--- src/rtl/instr_seq_ctrl.sv ---
// Multi-cycle fetch/decode/mem/writeback sequencer for the NPC core.
// Optional handshake watchdog enabled by defining MEM_TIMEOUT_EN.
module instr_seq_ctrl #(
    parameter int unsigned CNT_W    = 32,
    parameter logic [31:0] RESET_IR = 32'h0000_0013,
    parameter int unsigned TIMEOUT  = 255
) (
    input  logic             clk,
    input  logic             rst_n,
    input  logic             start,
    input  logic             stop,
    output logic             if_req,
    input  logic             if_ready,
    input  logic             if_rvalid,
    input  logic [31:0]      if_rdata,
    output logic [31:0]      ir,
    input  logic             dec_reg_write,
    input  logic             dec_mem_read,
    input  logic             dec_mem_write,
    input  logic             dec_ebreak,
    input  logic             dec_illegal,
    output logic             dmem_req,
    output logic             dmem_we,
    input  logic             dmem_ready,
    input  logic             dmem_rvalid,
    output logic             rf_we,
    output logic             pc_we,
    output logic             halted,
    output logic [1:0]       halt_code,
    output logic [CNT_W-1:0] cycles,
    output logic [CNT_W-1:0] instret,
    output logic [2:0]       state
);

    typedef enum logic [2:0] {
        S_IDLE     = 3'd0,
        S_FETCH    = 3'd1,
        S_IF_WAIT  = 3'd2,
        S_DECODE   = 3'd3,
        S_MEM      = 3'd4,
        S_MEM_WAIT = 3'd5,
        S_WB       = 3'd6,
        S_HALT     = 3'd7
    } state_t;

    localparam logic [1:0] HC_NONE    = 2'b00;
    localparam logic [1:0] HC_TRAP    = 2'b01;
    localparam logic [1:0] HC_ILLEGAL = 2'b10;
    localparam logic [1:0] HC_TIMEOUT = 2'b11;

    state_t           state_q;
    state_t           state_d;
    logic [31:0]      ir_q;
    logic             ir_load;
    logic [1:0]       halt_code_q;
    logic [1:0]       halt_code_d;
    logic             halted_q;
    logic [CNT_W-1:0] cycles_q;
    logic [CNT_W-1:0] instret_q;
    logic             timeout_hit;

`ifdef MEM_TIMEOUT_EN
    localparam int unsigned WAIT_W = $clog2(TIMEOUT + 1);

    logic [WAIT_W-1:0] wait_cnt_q;
    logic              in_wait_state;

    assign in_wait_state = (state_q == S_FETCH) || (state_q == S_IF_WAIT) ||
                           (state_q == S_MEM)   || (state_q == S_MEM_WAIT);
    // Timeout depends only on registered state so requests never combinationally follow ready.
    assign timeout_hit   = in_wait_state && (wait_cnt_q == WAIT_W'(TIMEOUT));

    always_ff @(posedge clk or negedge rst_n) begin
        if (!rst_n) begin
            wait_cnt_q <= '0;
        end else if ((state_d != state_q) || !in_wait_state) begin
            wait_cnt_q <= '0;
        end else begin
            wait_cnt_q <= wait_cnt_q + WAIT_W'(1);
        end
    end
`else
    logic unused_timeout;

    assign timeout_hit    = 1'b0;
    assign unused_timeout = |TIMEOUT;
`endif

    // NOTE: every output of this block gets a default first so no path can infer a latch.
    always_comb begin
        state_d     = state_q;
        halt_code_d = halt_code_q;
        ir_load     = 1'b0;
        if_req      = 1'b0;
        dmem_req    = 1'b0;
        dmem_we     = 1'b0;
        rf_we       = 1'b0;
        pc_we       = 1'b0;

        case (state_q)
            S_IDLE: begin
                if (start) state_d = S_FETCH;
            end
            S_FETCH: begin
                if_req = 1'b1;
                if (if_ready) begin
                    if (if_rvalid) begin
                        ir_load = 1'b1;
                        state_d = S_DECODE;
                    end else begin
                        state_d = S_IF_WAIT;
                    end
                end
            end
            S_IF_WAIT: begin
                if (if_rvalid) begin
                    ir_load = 1'b1;
                    state_d = S_DECODE;
                end
            end
            S_DECODE: begin
                if (dec_illegal) begin
                    state_d     = S_HALT;
                    halt_code_d = HC_ILLEGAL;
                end else if (dec_ebreak) begin
                    state_d     = S_HALT;
                    halt_code_d = HC_TRAP;
                end else if (dec_mem_read && dec_mem_write) begin
                    state_d     = S_HALT;
                    halt_code_d = HC_ILLEGAL;
                end else if (dec_mem_read || dec_mem_write) begin
                    state_d = S_MEM;
                end else begin
                    state_d = S_WB;
                end
            end
            S_MEM: begin
                dmem_req = 1'b1;
                dmem_we  = dec_mem_write;
                if (dmem_ready) begin
                    // Stores need no response; loads finish early only on a zero-wait reply.
                    if (dec_mem_write || dmem_rvalid) state_d = S_WB;
                    else                               state_d = S_MEM_WAIT;
                end
            end
            S_MEM_WAIT: begin
                if (dmem_rvalid) state_d = S_WB;
            end
            S_WB: begin
                rf_we   = dec_reg_write;
                pc_we   = 1'b1;
                state_d = stop ? S_IDLE : S_FETCH;
            end
            S_HALT: begin
                state_d = S_HALT;
            end
            default: begin
                state_d = S_IDLE;
            end
        endcase

        if (timeout_hit) begin
            state_d     = S_HALT;
            halt_code_d = HC_TIMEOUT;
            ir_load     = 1'b0;
            if_req      = 1'b0;
            dmem_req    = 1'b0;
            dmem_we     = 1'b0;
        end
    end

    // NOTE: sequential state uses non-blocking assignments so all registers update from pre-edge values.
    always_ff @(posedge clk or negedge rst_n) begin
        if (!rst_n) begin
            state_q     <= S_IDLE;
            ir_q        <= RESET_IR;
            halt_code_q <= HC_NONE;
            halted_q    <= 1'b0;
            cycles_q    <= '0;
            instret_q   <= '0;
        end else begin
            state_q     <= state_d;
            halt_code_q <= halt_code_d;
            halted_q    <= halted_q | (state_d == S_HALT);
            if (ir_load) begin
                ir_q <= if_rdata;
            end
            if ((state_q != S_IDLE) && (state_q != S_HALT)) begin
                cycles_q <= cycles_q + CNT_W'(1);
            end
            if (state_q == S_WB) begin
                instret_q <= instret_q + CNT_W'(1);
            end
        end
    end

    assign ir        = ir_q;
    assign halted    = halted_q;
    assign halt_code = halt_code_q;
    assign cycles    = cycles_q;
    assign instret   = instret_q;
    assign state     = state_q;

endmodule

--- config.mk ---
export PLATFORM = sky130hd
export DESIGN_NAME = instr_seq_ctrl
export DESIGN_NICKNAME = d
export VERILOG_FILES = /design/src/rtl/instr_seq_ctrl.sv
export SDC_FILE = /design/constraint.sdc
export NUM_CORES = 1
export LEC_CHECK = 0
export BUFFER_PORTS_ARGS = -buffer_cell sky130_fd_sc_hd__buf_2
export CAP_MARGIN = 0
export CORE_ASPECT_RATIO = 2
export CORE_MARGIN = 4
export CORE_UTILIZATION = 40
export DETAILED_ROUTE_END_ITERATION = 10
export PLACE_DENSITY = 0.72
export SYNTH_ARGS = -nofsm -noshare
export SYNTH_HDL_FRONTEND = slang
export SYNTH_SLANG_ARGS = --single-unit
--- constraint.sdc ---
create_clock -name clk -period 2.1 [get_ports clk]
set_input_delay 0 -clock clk [delete_from_list [all_inputs] [get_ports clk]]
set_output_delay 0 -clock clk [all_outputs]
set_load 0.05 [all_outputs]
==> run summary <==
Status = finished clean
Fmax = 508 MHz
Max Cap Viol = 0
Worst hold path type = input port to register
FF/Latch Area = 2560 um^2
Syn Inst Count = 376
Crit path buf inv count = 0
DR iter-0 viols = 168
Total CTS buffers = 9
Arrival time worst endpoint = 2190 ps
Most common cell after layout, fill and taps aside = buf_2
Core area = 11300 um^2
Clk sink count = 102
GRT Total Usage = 18.5%
Crit Path Class = register to register
Compound-Gate Fraction of Synth Area = 2.32%
Vias = 3778
Yosys cell types = 47
Skew final = 10.0 ps
CP Launch Type = register
Seq/Total Area, Yosys = 55.7%
Initial antenna violation count = 0
Gr ovfl total = 0
Worst-margin pin slew = 953 ps
GR Util met1 = 20.6%
Worst skew pair latency = 340 ps
DR pass1 iterations = 4
Rel. slew slack = 36.0%
DRC viols = 0
I/O pin total = 152
Synth Area in Simple Gates = 18.9%
TritonCTS clock tree = built
Largest net degree at the start of global routing = 50
Pleak = 3.03 nW
Commonest non-fill, non-tap cells in the layout = 150 x buf_2, 97 x dfrtp_1, 42 x xnor2_1
Clock transition at path regs = 70 ps
Min Hold Slack = 17.3 ps
Met3 usage = 3.06%
Post-Synth Adder-Cell Area = 0.819%
Mux cell area share after synthesis = 8.32%
Post-route setup slack = 133 ps
Detailed Place HPWL = 8840 um
Max FO, Critical Path = 10
Top_reg_cell synth = dfrtp_1
Max IR drop VDD = 1.05 mV
WL final = 12200 um
Area of the multi-input gates = 1970 um^2
Crit path max-delay cell type = nor4_2
Crit. End Element = register
Largest family of logic cells by synthesized area = simple AND/OR/NAND/NOR gates
RSZ-0062 raised after global routing = yes
Final worst path period share = 93.7%
Vias in the first global route = 3968
Die outline area = 13300 um^2
GRT met2 Usage = 32.9%
Post-synth EDFFs = 0
Worst path cell trace = and3_4, nor4_2, nand3_1, xnor2_1
Tmin final = 1970 ps
Initial core utilization = 40.6%
Die W = 83.7 um
Layout overhead on the synthesized area = 36.4%
Routed Antenna Nets = 0
Mean Syn Cell Area = 12.2 um^2
Antenna Cells = 0
CTS max path bufs = 2
Global-route wire length before repair = 20000 um
Required time of the critical path = 2320 ps
CP peak stage delay = 820 ps
Flop2flop setup slack = 130 ps
Port bufs = 151
Yosys warning count = 0
Synthesized flop and latch total = 102
Endpoints failing hold = 0
Final Wtd Congestion = 0.848
Root Buffer = clkbuf_16
WL/cell = 17.0 um
Synth Cell Area = 4590 um^2
Ys async rst share = 100%
Share of layout cells above drive strength 1 = 38.5%
Setup violations, final = 0
Worst slack, placed = 89.1 ps
Fill cells = 979
XOR/XNOR Fraction of Synth Area = 11.8%
Syn_nets = 424
Max-slew violation count = 0
GR peak layer = met2
PD cells = 1340 nW/um^2
H-tree depth = 3
Die height = 159 um
Vias/cell = 5.24
# rows = 55
NumNets Final = 622
Delay-heaviest family, CP = simple AND/OR/NAND/NOR gates
==> area by class of cell <==
| class | instances | area share [%] |
|---|---|---|
| Timing Repair Buffer | 198 | 19.4 |
| Clock buffer | 11 | 3.72 |
| Tap cell | 142 | 2.84 |
| Clock inverter | 5 | 1.30 |
| Inverter | 7 | 0.420 |
| Multi-Input combinational cell | 256 | 31.5 |
| Sequential cell | 102 | 40.9 |
==> cell usage after synthesis (all sizes together) (2+ instances only) <==
master  instances  area (um^2)
buf             8         58.8
nor4           17          146
nand2          18         67.6
a21oi           6         30.0
nand3b          3         22.5
xor2           20          175
and2            3         18.8
or4b            2         23.8
dfstp           3         78.8
inv             7         26.3
xnor2          42          368
o21ai           4         20.0
ha              3         37.5
nand3          25          125
mux2           33          372
nor2           11         41.3
or3             2         12.5
dfrtp          99         2480
nand2b          3         18.8
clkbuf          3         11.3
nor2b           2         12.5
and3            6         42.5
nand4          25          163
or4             3         26.3
and4            5         43.8
nor3           10         50.1
==> cell families after synthesis <==
kind of cell,Yosys count
AO/OA/AOI/OAI,17
XOR/XNOR,62
adder cells (fa/ha/maj),3
buffers and inverters,18
flip-flops,102
multiplexers,34
AND/OR/NAND/NOR,140
==> routing by layer <==
| metal | share of wire [%] | vias to the layer above |
|---|---|---|
| met5 | 0 | - |
| met4 | 4.6 | 0 |
| met3 | 3.8 | 35 |
| met2 | 54 | 119 |
| met1 | 37 | 1876 |
| li1 | - | 1748 |
==> sequential cells by signal, summed over array words and instances, names as in the netlist <==
name,cells
state,3
halted,1
halt_code,2
ir,32
cycles,32
instret,32
==> power breakdown <==
| part | total, mW | switching [mW] | internal [mW] |
|---|---|---|---|
| Clock | 1.77 | 0.717 | 1.05 |
| Sequential | 2.83 | 0.353 | 2.47 |
| Combinational | 3.78 | 2.70 | 1.08 |
| Total | 8.37 | 3.77 | 4.60 |
==> metrics by stage <==
step	setup TNS (ps)	cells	util (%)	power, mW	area, um^2
5_1_grt	-13.7	721	55.4	8.77	6260
6_report	0	721	55.4	8.37	6260
3_5_place_dp	0	669	49.4	6.60	5580
3_3_place_gp	0	669	49.4	6.49	5580
2_1_floorplan	0	376	-	5.65	4610
4_1_cts	0	720	55.3	8.44	6240
==> worst reg2reg max path, cell delays in order, from the launching register on <==
cell and delay [ps]:
dfrtp_2 440, and3_4 190, nor4_2 820, nand3_1 210, xnor2_1 190
==> path summary, 6_finish.rpt <==
check / start / end / depth (start not counted)
hold reg to reg: cycles[31] / cycles[31] / 1
setup reg to reg: state[0] / cycles[25] / 4
min in group asynchronous: rst_n / instret[28] / 2
setup / recovery: state[0] / cycles[25] / 4
max in group asynchronous: rst_n / ir[1] / 3
hold / removal: dec_ebreak / halt_code[0] / 3
==> repair_timing <==
| action | CTS | global route |
|---|---|---|
| endpoints found under the hold margin | 71 | 0 |
| hold buffers | 35 | 0 |
| setup endpoints to repair | 0 | 6 |
| resized for setup | 0 | 1 |
| setup buffers | 0 | 1 |
Note: power is estimated with default switching activity, not from simulation.
